==> src/rtl/abp_frame_receiver.sv <==
// rtl/abp_frame_receiver.sv - alternating-bit / sequence-number frame receiver
//
// Purpose : Collects a byte stream into frames of the form header, value
//           (little-endian, VALUE_BYTES long), trailing bytes. A frame whose
//           sequence matches expected_seq is delivered on value_o and
//           acknowledged. A repeated frame is acknowledged but not delivered.
//           Short and over-long frames are dropped with err_len and get no ack.
// Ports   : aclk, aresetn                 clock, async active-low reset
//           s_axis_tdata/tvalid/tready/tlast   incoming byte stream
//           value_o, value_valid           delivered value and strobe
//           ack_valid/ack_ready/ack_seq    acknowledgement handshake
//           busy, expected_seq             status
//           err_len, err_dup, dup_count    error strobes, duplicate counter
// Macro   : ABP_RX_CHECKSUM_EN - the last byte of each frame must equal the XOR
//           of all preceding bytes; the minimum frame length grows by one.
module abp_frame_receiver #(
    parameter int VALUE_BYTES     = 8,
    parameter int MAX_FRAME_BYTES = 64,
    parameter int SEQ_BITS        = 1
) (
    input  logic                     aclk,
    input  logic                     aresetn,
    input  logic                     s_axis_tvalid,
    output logic                     s_axis_tready,
    input  logic                     s_axis_tlast,
    input  logic [7:0]               s_axis_tdata,
    output logic [8*VALUE_BYTES-1:0] value_o,
    output logic                     value_valid,
    output logic                     ack_valid,
    input  logic                     ack_ready,
    output logic [SEQ_BITS-1:0]      ack_seq,
    output logic                     busy,
    output logic [SEQ_BITS-1:0]      expected_seq,
    output logic                     err_len,
    output logic                     err_dup,
    output logic [15:0]              dup_count
);

    localparam int CNT_W = 9;
    localparam int VW    = 8 * VALUE_BYTES;
`ifdef ABP_RX_CHECKSUM_EN
    localparam int MIN_LEN = VALUE_BYTES + 2;
`else
    localparam int MIN_LEN = VALUE_BYTES + 1;
`endif

    typedef enum logic [2:0] {
        S_IDLE,
        S_RECV,
        S_DRAIN,
        S_CHECK,
        S_ACK
    } state_t;

    state_t              state_q, state_d;
    logic [CNT_W-1:0]    cnt_q, cnt_d;
    logic [SEQ_BITS-1:0] rx_seq_q, rx_seq_d;
    logic [VW-1:0]       shadow_q, shadow_d;
    logic [VW-1:0]       value_q, value_d;
    logic                value_valid_q, value_valid_d;
    logic [SEQ_BITS-1:0] ack_seq_q, ack_seq_d;
    logic [SEQ_BITS-1:0] exp_q, exp_d;
    logic                err_len_q, err_len_d;
    logic                err_dup_q, err_dup_d;
    logic [15:0]         dup_q, dup_d;
    logic                rdy_en_q, rdy_en_d;
`ifdef ABP_RX_CHECKSUM_EN
    logic [7:0]          csum_q, csum_d;
`endif
    logic                beat;

    // rdy_en_q holds tready low until the first edge after reset release,
    // even though the state register already sits in IDLE during reset.
    assign s_axis_tready = rdy_en_q &&
                           (state_q == S_IDLE || state_q == S_RECV || state_q == S_DRAIN);
    assign beat          = s_axis_tvalid && s_axis_tready;

    assign value_o      = value_q;
    assign value_valid  = value_valid_q;
    assign ack_valid    = (state_q == S_ACK);
    assign ack_seq      = ack_seq_q;
    assign busy         = (state_q != S_IDLE);
    assign expected_seq = exp_q;
    assign err_len      = err_len_q;
    assign err_dup      = err_dup_q;
    assign dup_count    = dup_q;

    always_comb begin
        state_d       = state_q;
        cnt_d         = cnt_q;
        rx_seq_d      = rx_seq_q;
        shadow_d      = shadow_q;
        value_d       = value_q;
        value_valid_d = 1'b0;
        ack_seq_d     = ack_seq_q;
        exp_d         = exp_q;
        err_len_d     = 1'b0;
        err_dup_d     = 1'b0;
        dup_d         = dup_q;
        rdy_en_d      = 1'b1;
`ifdef ABP_RX_CHECKSUM_EN
        csum_d        = csum_q;
`endif
        case (state_q)
            S_IDLE: begin
                if (beat) begin
                    rx_seq_d = s_axis_tdata[SEQ_BITS-1:0];
                    cnt_d    = CNT_W'(1);
`ifdef ABP_RX_CHECKSUM_EN
                    csum_d   = s_axis_tdata;
`endif
                    state_d  = s_axis_tlast ? S_CHECK : S_RECV;
                end
            end
            S_RECV: begin
                if (beat) begin
                    // cnt_q is the index of the byte now arriving; index k
                    // (1..VALUE_BYTES) is value byte k-1.
                    for (int i = 0; i < VALUE_BYTES; i++) begin
                        if (cnt_q == CNT_W'(i + 1)) begin
                            shadow_d[i*8 +: 8] = s_axis_tdata;
                        end
                    end
                    cnt_d = cnt_q + CNT_W'(1);
`ifdef ABP_RX_CHECKSUM_EN
                    csum_d = csum_q ^ s_axis_tdata;
`endif
                    if (s_axis_tlast) begin
                        state_d = S_CHECK;
                    end else if (cnt_q + CNT_W'(1) == CNT_W'(MAX_FRAME_BYTES)) begin
                        state_d = S_DRAIN;
                    end
                end
            end
            S_DRAIN: begin
                if (beat && s_axis_tlast) begin
                    err_len_d = 1'b1;
                    state_d   = S_IDLE;
                end
            end
            S_CHECK: begin
                if (cnt_q < CNT_W'(MIN_LEN)) begin
                    err_len_d = 1'b1;
                    state_d   = S_IDLE;
`ifdef ABP_RX_CHECKSUM_EN
                end else if (csum_q != 8'h00) begin
                    // XOR over all bytes including the checksum is zero when intact
                    err_len_d = 1'b1;
                    state_d   = S_IDLE;
`endif
                end else if (rx_seq_q == exp_q) begin
                    value_d       = shadow_q;
                    value_valid_d = 1'b1;
                    exp_d         = exp_q + SEQ_BITS'(1);
                    ack_seq_d     = rx_seq_q;
                    state_d       = S_ACK;
                end else begin
                    err_dup_d = 1'b1;
                    if (dup_q != 16'hFFFF) begin
                        dup_d = dup_q + 16'd1;
                    end
                    ack_seq_d = rx_seq_q;
                    state_d   = S_ACK;
                end
            end
            S_ACK: begin
                if (ack_ready) begin
                    state_d = S_IDLE;
                end
            end
            default: state_d = S_IDLE;
        endcase
    end

    always_ff @(posedge aclk or negedge aresetn) begin
        if (!aresetn) begin
            state_q       <= S_IDLE;
            cnt_q         <= '0;
            rx_seq_q      <= '0;
            shadow_q      <= '0;
            value_q       <= '0;
            value_valid_q <= 1'b0;
            ack_seq_q     <= '0;
            exp_q         <= '0;
            err_len_q     <= 1'b0;
            err_dup_q     <= 1'b0;
            dup_q         <= '0;
            rdy_en_q      <= 1'b0;
`ifdef ABP_RX_CHECKSUM_EN
            csum_q        <= '0;
`endif
        end else begin
            state_q       <= state_d;
            cnt_q         <= cnt_d;
            rx_seq_q      <= rx_seq_d;
            shadow_q      <= shadow_d;
            value_q       <= value_d;
            value_valid_q <= value_valid_d;
            ack_seq_q     <= ack_seq_d;
            exp_q         <= exp_d;
            err_len_q     <= err_len_d;
            err_dup_q     <= err_dup_d;
            dup_q         <= dup_d;
            rdy_en_q      <= rdy_en_d;
`ifdef ABP_RX_CHECKSUM_EN
            csum_q        <= csum_d;
`endif
        end
    end

endmodule

==> config.mk <==
export PLATFORM = sky130hd
export DESIGN_NAME = abp_frame_receiver
export DESIGN_NICKNAME = d
export VERILOG_FILES = /design/src/rtl/abp_frame_receiver.sv
export SDC_FILE = /design/constraint.sdc
export NUM_CORES = 1
export LEC_CHECK = 0
export ABC_AREA = 0
export BUFFER_PORTS_ARGS = -buffer_cell sky130_fd_sc_hd__buf_2
export CORE_UTILIZATION = 54
export CTS_BUF_LIST = sky130_fd_sc_hd__clkbuf_8
export CTS_CLUSTER_SIZE = 24
export DETAILED_ROUTE_END_ITERATION = 8
export PLACE_DENSITY = 0.76
export SLEW_MARGIN = 15
export SYNTH_ARGS = -nofsm -noshare
export SYNTH_HDL_FRONTEND = slang
export SYNTH_SLANG_ARGS = --single-unit
==> constraint.sdc <==
create_clock -name aclk -period 3.1 [get_ports aclk]
set_input_delay 0 -clock aclk [delete_from_list [all_inputs] [get_ports aclk]]
set_output_delay 0 -clock aclk [all_outputs]
set_load 0.02 [all_outputs]
==> flow_summary.yaml, run 1 <==
finish:
  nets: 604
  areaGrowthSynthToFinish_pct: 18.16
  diodes: 0
  layoutNonFillerInstCount: 745
  drive_gt1_share_pct: 45.32
floorplan:
  die_h_microns: 112.7
  start_util_pct: 55.35
  die_area_sq_mm: 0.01271
  ios: 101
  core_sq_mm: 0.01196
  num_rows: 40
  die_w_microns: 112.7
timing:
  fin_crit_ns: 2.543
  min_period_over_period_pct: 82.02
  tightest_slew_ns: 0.7594
  setup_viol: 0
  slew_viol_final: 0
  hold_viol: 0
  setup_tns_ns: 0
  worst_slack_ns: 0.5575
  max_freq_mhz: 393.3
  rsz0062_at_grt: "false"
  finalClockSkew_ns: 0.006259
  holdWs_ns: 0.04834
  slew_headroom_pct: 49.38
status:
  status: "finished clean"
yosys:
  syn_area_per_cell_sq_um: 14.24
  syn_area_sq_mm: 0.006620
  synth_flop_cell: "dfrtp_1"
  ys_ff_latch: 163
  syn_inst: 465
  yosysUniqueCellTypes: 46
  yosysWarnings: 0
  synth-edff-count: 0
  async_reset_ff_share_pct: 100.0
  yosysSeqAreaShare_pct: 61.61
  synthesis.nets: 484
cts:
  clk_pin_slew_ns: 0.08
  insertion_delay_ns: 0.45
  cts-root-buf: "clkbuf_8"
  cts_tree: "yes"
  htree_levels: 4
  clockBufferDepth: 2
  cts_made_buffers: 17
  post_cts_buffers: 0
  cts_resized: 0
  cts_sinks: 163
detailed_routing:
  ant_nets: 0
  via_count: 4161
  drt_pass1_iterations: 4
  drc: 0
  drt_iter0_markers: 207
  viasPerCell: 5.585
  wl_per_cell_microns: 17.46
  totalWireLength_mm: 13.01
setup_path:
  crit_path_start_kind: "register"
  cp_data_required_time_ns: 3.43
  crit_path_end_kind: "register"
  crit_arrival_ns: 2.88
  worstPathMaxFanout: 12
  reg2reg_slack_ns: 0.56
  crit_type: "reg -> reg"
placed_design:
  hpwl_mm: 8.571
  port_buffers: 100
  dp_slack_ns: 0.6865
  gp_congestion: 0.8520
  dp_cells: 702
min_path:
  hold_class: "in -> reg"
global_routing:
  grt_max_degree: 86
  grt_pass1_wl_mm: 21.56
  grt_overflow: 0
  grt_pass1_vias: 4250
  grt_antenna_before_repair: 0
  grt_use_total_pct: 22.24
power:
  ir_worst_vdd_mv: 0.3344
  leakagePower_uw: 0.004178
  power_density_mw_per_mm2: 667.7
flow_run:
  max_cap_violations: 0
## report_power, final
group	leakage, uW	total [uW]	internal (uW)	switching, uW
Sequential	0.00223	2790	2500	291
Clock	0.000216	1590	837	751
Combinational	0.00173	844	432	412
## final timing paths
path	end	start	cells after the start
min reg2reg	shadow_q[51]$_DFFE_PN0P_	shadow_q[51]$_DFFE_PN0P_	1
max	state_q[0]$_DFFE_PN0P_	cnt_q[0]$_DFFE_PN0P_	7
max in group asynchronous	shadow_q[61]$_DFFE_PN0P_	aresetn	3
min	shadow_q[13]$_DFFE_PN0P_	s_axis_tdata[5]	2
max reg2reg	state_q[0]$_DFFE_PN0P_	cnt_q[0]$_DFFE_PN0P_	7
min in group asynchronous	shadow_q[25]$_DFFE_PN0P_	aresetn	2
## area by class of cell
| class | instances | area [sq um] |
|---|---|---|
| inverters | 7 | 26.28 |
| repair buffers | 115 | 671.9 |
| well taps | 147 | 183.9 |
| clock buffers | 19 | 261.5 |
| multi-input cells | 281 | 2442 |
| flip-flops and latches | 163 | 4079 |
| clock inverters | 13 | 157.7 |
| fillers | 870 | 4139 |
## per-stage QoR
step                cell area (sq um)  utilization, %  power (uW)
floorplan                        6620               -        3349
global placement                 7293           60.97        3598
detailed placement               7293           60.97        3664
CTS                              7823           65.40        5280
global route                     7823           65.40        5503
finish                           7823           65.40        5223
## per-layer routing
layer	GRT usage, %	up-vias	share of wire [%]
met5	0	-	0
met1	28.87	2119	44
met4	7.911	0	1.6
met3	5.999	22	5.4
met2	36.30	123	49
li1	-	1897	-
## repair_timing
item	CTS	global route
hold endpoints to repair	135	0
endpoints found under the setup margin	0	0
hold buffers	11	0
## logic make-up (layout without fill, tap and decap cells)
kind of cell | count (synthesis) | in the layout | share of synthesized area, %
DFF | 163 | 163 | 61.61
muxes | 132 | 132 | 22.45
and+or+nand+nor | 96 | 96 | 7.957
AOI/OAI and AO/OA | 31 | 31 | 3.270
buffers and inverters | 21 | 154 | 1.531
xor gates and xnor gates | 15 | 15 | 1.985
adders and majority gates | 6 | 6 | 1.134
other | 1 | 1 | 0.05665
## worst max-delay path, stage by stage (launching register included)
cell and delay (ns):
dfrtp_1 0.52, ha_1 0.39, nor2b_1 0.15, a31oi_1 0.11, o22ai_1 0.21, o2111ai_1 0.17
o311a_1 0.32, dlygate4sd3_1 0.56
## cell usage after synthesis, types with 3 or more instances
| cell type | instances | area share, % |
|---|---|---|
| inv_1 | 7 | 0.40 |
| buf_4 | 5 | 0.57 |
| a21o_1 | 4 | 0.45 |
| xnor2_1 | 13 | 1.7 |
| nor3_1 | 4 | 0.30 |
| nand4_1 | 6 | 0.57 |
| nand2b_1 | 4 | 0.38 |
| and2_1 | 4 | 0.38 |
| mux2_2 | 127 | 22 |
| o21ai_0 | 7 | 0.53 |
| clkbuf_1 | 6 | 0.34 |
| a21oi_1 | 3 | 0.23 |
| mux2_1 | 5 | 0.85 |
| nor2_1 | 9 | 0.51 |
| ha_1 | 6 | 1.1 |
| o31ai_1 | 5 | 0.57 |
| and3_1 | 6 | 0.57 |
| nand2_1 | 28 | 1.6 |
| dfrtp_1 | 163 | 62 |
| nor2b_1 | 3 | 0.28 |
| nand3_1 | 18 | 1.4 |
| buf_2 | 3 | 0.23 |
## sequential cells by signal, indices dropped and copies added (netlist names)
register and flops:
state_q 3, rx_seq_q 1, err_dup 1, expected_seq 1, dup_count 16, value_valid 1
value_o 64, rdy_en_q 1, shadow_q 64, cnt_q 9, err_len 1, ack_seq 1
## placed cells by master, fill, tap and decap left out, types with 6 or more instances in the layout
cell type / count
dfrtp_1: 163
mux2_2: 127
buf_2: 99
nand2_1: 27
clkbuf_8: 19
nand3_1: 18
xnor2_1: 13
dlygate4sd3_1: 11
nor2_1: 9
inv_1: 7
o21ai_0: 7
nand4_1: 6
and3_1: 6
ha_1: 6
Power figures use the tool's default switching activity.
==> run 2, diff against run 1 <==
- clock period: 3.1 -> 2.4 ns (I/O delays scaled with it)
==> flow_summary.yaml, run 2 (synthesis gave the netlist of run 1 again) <==
timing:
  holdWs_ns: 0.06819
  min_period_over_period_pct: 99.20
  max_freq_mhz: 420.0
  tightest_slew_ns: 0.6304
  hold_viol: 0
  slew_viol_final: 0
  slew_headroom_pct: 57.97
  fin_crit_ns: 2.381
  finalClockSkew_ns: 0.01046
  setup_viol: 0
  rsz0062_at_grt: "true"
power:
  power.internal_uw: 4981
  p_seq_share_pct: 50.6
  totalPowerFinal_uw: 6896
  clock_power_share_pct: 30.3
  power_frac_comb_pct: 19.1
  ir_worst_vdd_mv: 0.4144
  leakagePower_uw: 0.004372
  sw_frac_of_total_pct: 27.77
  power.switching_uw: 1915
  power_density_mw_per_mm2: 850.6
global_routing:
  grt_max_degree: 61
  grt_antenna_before_repair: 0
  grt_overflow: 0
  grt_pass1_wl_mm: 21.85
  grt_use_total_pct: 22.78
  grt_pass1_vias: 4317
detailed_routing:
  viasPerCell: 5.521
  drc: 0
  via_count: 4284
  totalWireLength_mm: 13.42
  wl_per_cell_microns: 17.29
  ant_nets: 0
  drt_pass1_iterations: 4
  drt_iter0_markers: 173
finish:
  drive_gt1_share_pct: 48.17
  diodes: 0
  final_cell_mix: "dfrtp_1, mux2_2, buf_2, buf_4, nand2_1"
  seq_area_sq_mm: 0.004079
  fill_cells: 842
  areaGrowthSynthToFinish_pct: 22.47
  multiInputGateArea_sq_mm: 0.002464
  nets: 635
  fin_util_pct: 67.78
  layout_commonest_cell: "dfrtp_1"
  stdcell_area_sq_mm: 0.008108
floorplan:
  start_util_pct: 55.35
  num_rows: 40
  die_w_microns: 112.7
  core_sq_mm: 0.01196
  die_area_sq_mm: 0.01271
  ios: 101
  die_h_microns: 112.7
cts:
  post_cts_buffers: 0
  clockBufferDepth: 2
  cts_sinks: 163
  htree_levels: 4
  cts_made_buffers: 17
  insertion_delay_ns: 0.46
  clk_pin_slew_ns: 0.08
  cts-root-buf: "clkbuf_8"
  cts_tree: "yes"
setup_path:
  crit_arrival_ns: 2.73
  crit_path_start_kind: "register"
  crit_type: "reg -> reg"
  crit_path_end_kind: "register"
  cp_data_required_time_ns: 2.75
  worstPathMaxFanout: 8
placed_design:
  gp_congestion: 0.8281
  placed_area_sq_mm: 0.007543
  port_buffers: 100
  hpwl_mm: 9.072
status:
  status: "finished clean"
flow_run:
  max_cap_violations: 0
min_path:
  hold_class: "in -> async"
==> run 2: cell type report <==
cell class | instances | share of cell area (%)
Inverter | 7 | 0.3241
Sequential cell | 163 | 50.31
Timing Repair Buffer | 146 | 11.50
Multi-Input combinational cell | 281 | 30.39
Clock buffer | 21 | 3.565
Clock inverter | 11 | 1.651
Tap cell | 147 | 2.269
==> run 2: path summary, 6_finish.rpt <==
kind | startpoint | end | slack, ns | cells past startpoint
max | cnt_q[6]$_DFFE_PN0P_ | shadow_q[37]$_DFFE_PN0P_ | 0.02 | 6
min | aresetn | value_o[30]$_DFFE_PN0P_ | 0.07 | 2
max reg2reg | cnt_q[6]$_DFFE_PN0P_ | shadow_q[37]$_DFFE_PN0P_ | 0.02 | 6
min reg2reg | shadow_q[51]$_DFFE_PN0P_ | shadow_q[51]$_DFFE_PN0P_ | 0.49 | 1
max in group asynchronous | aresetn | value_o[56]$_DFFE_PN0P_ | 1.49 | 3
min in group aclk | ack_ready | state_q[2]$_DFFE_PN0P_ | 0.35 | 4
==> run 2: per-stage QoR <==
| step | instances | setup slack (ns) | setup TNS (ns) |
|---|---|---|---|
| after floorplan | 465 | 0.1507 | 0 |
| after global placement | 732 | 0.01060 | 0 |
| after detailed placement | 732 | -0.09787 | -0.3384 |
| after CTS | 776 | 0.02221 | 0 |
| after global routing | 776 | -0.1025 | -2.503 |
| final | 776 | 0.01926 | 0 |
==> run 2: worst max-delay path, stage by stage (launching register included) <==
cell and delay [ns]:
dfrtp_1 0.39, or4_4 0.54, buf_4 0.16, nand4b_4 0.19, nor3b_2 0.30, nand2_1 0.32
mux2_2 0.37
==> run 2: timing repair <==
action	CTS	global route
pin swaps	0	0
hold endpoints to repair	189	0
setup endpoints to repair	6	63
hold buffers	12	0
resized for setup	1	4
==> run 2: routing by layer <==
| layer | share of wire, % | GRT usage, % | vias up |
|---|---|---|---|
| li1 | - | - | 1956 |
| met1 | 45 | 29.73 | 2181 |
| met4 | 1.6 | 8.800 | 0 |
| met2 | 48 | 37.12 | 126 |
| met5 | 0 | 0 | - |
| met3 | 4.9 | 5.570 | 21 |
==> run 2: power by group through the flow <==
| stage | Sequential [uW] | Combinational [uW] | Clock [uW] |
|---|---|---|---|
| after floorplan | 3610 | 718 | 0 |
| after global placement | 3510 | 1230 | 0 |
| after detailed placement | 3550 | 1290 | 0 |
| after CTS | 3490 | 1310 | 2130 |
| after global routing | 3550 | 1450 | 2240 |
| final | 3490 | 1320 | 2090 |
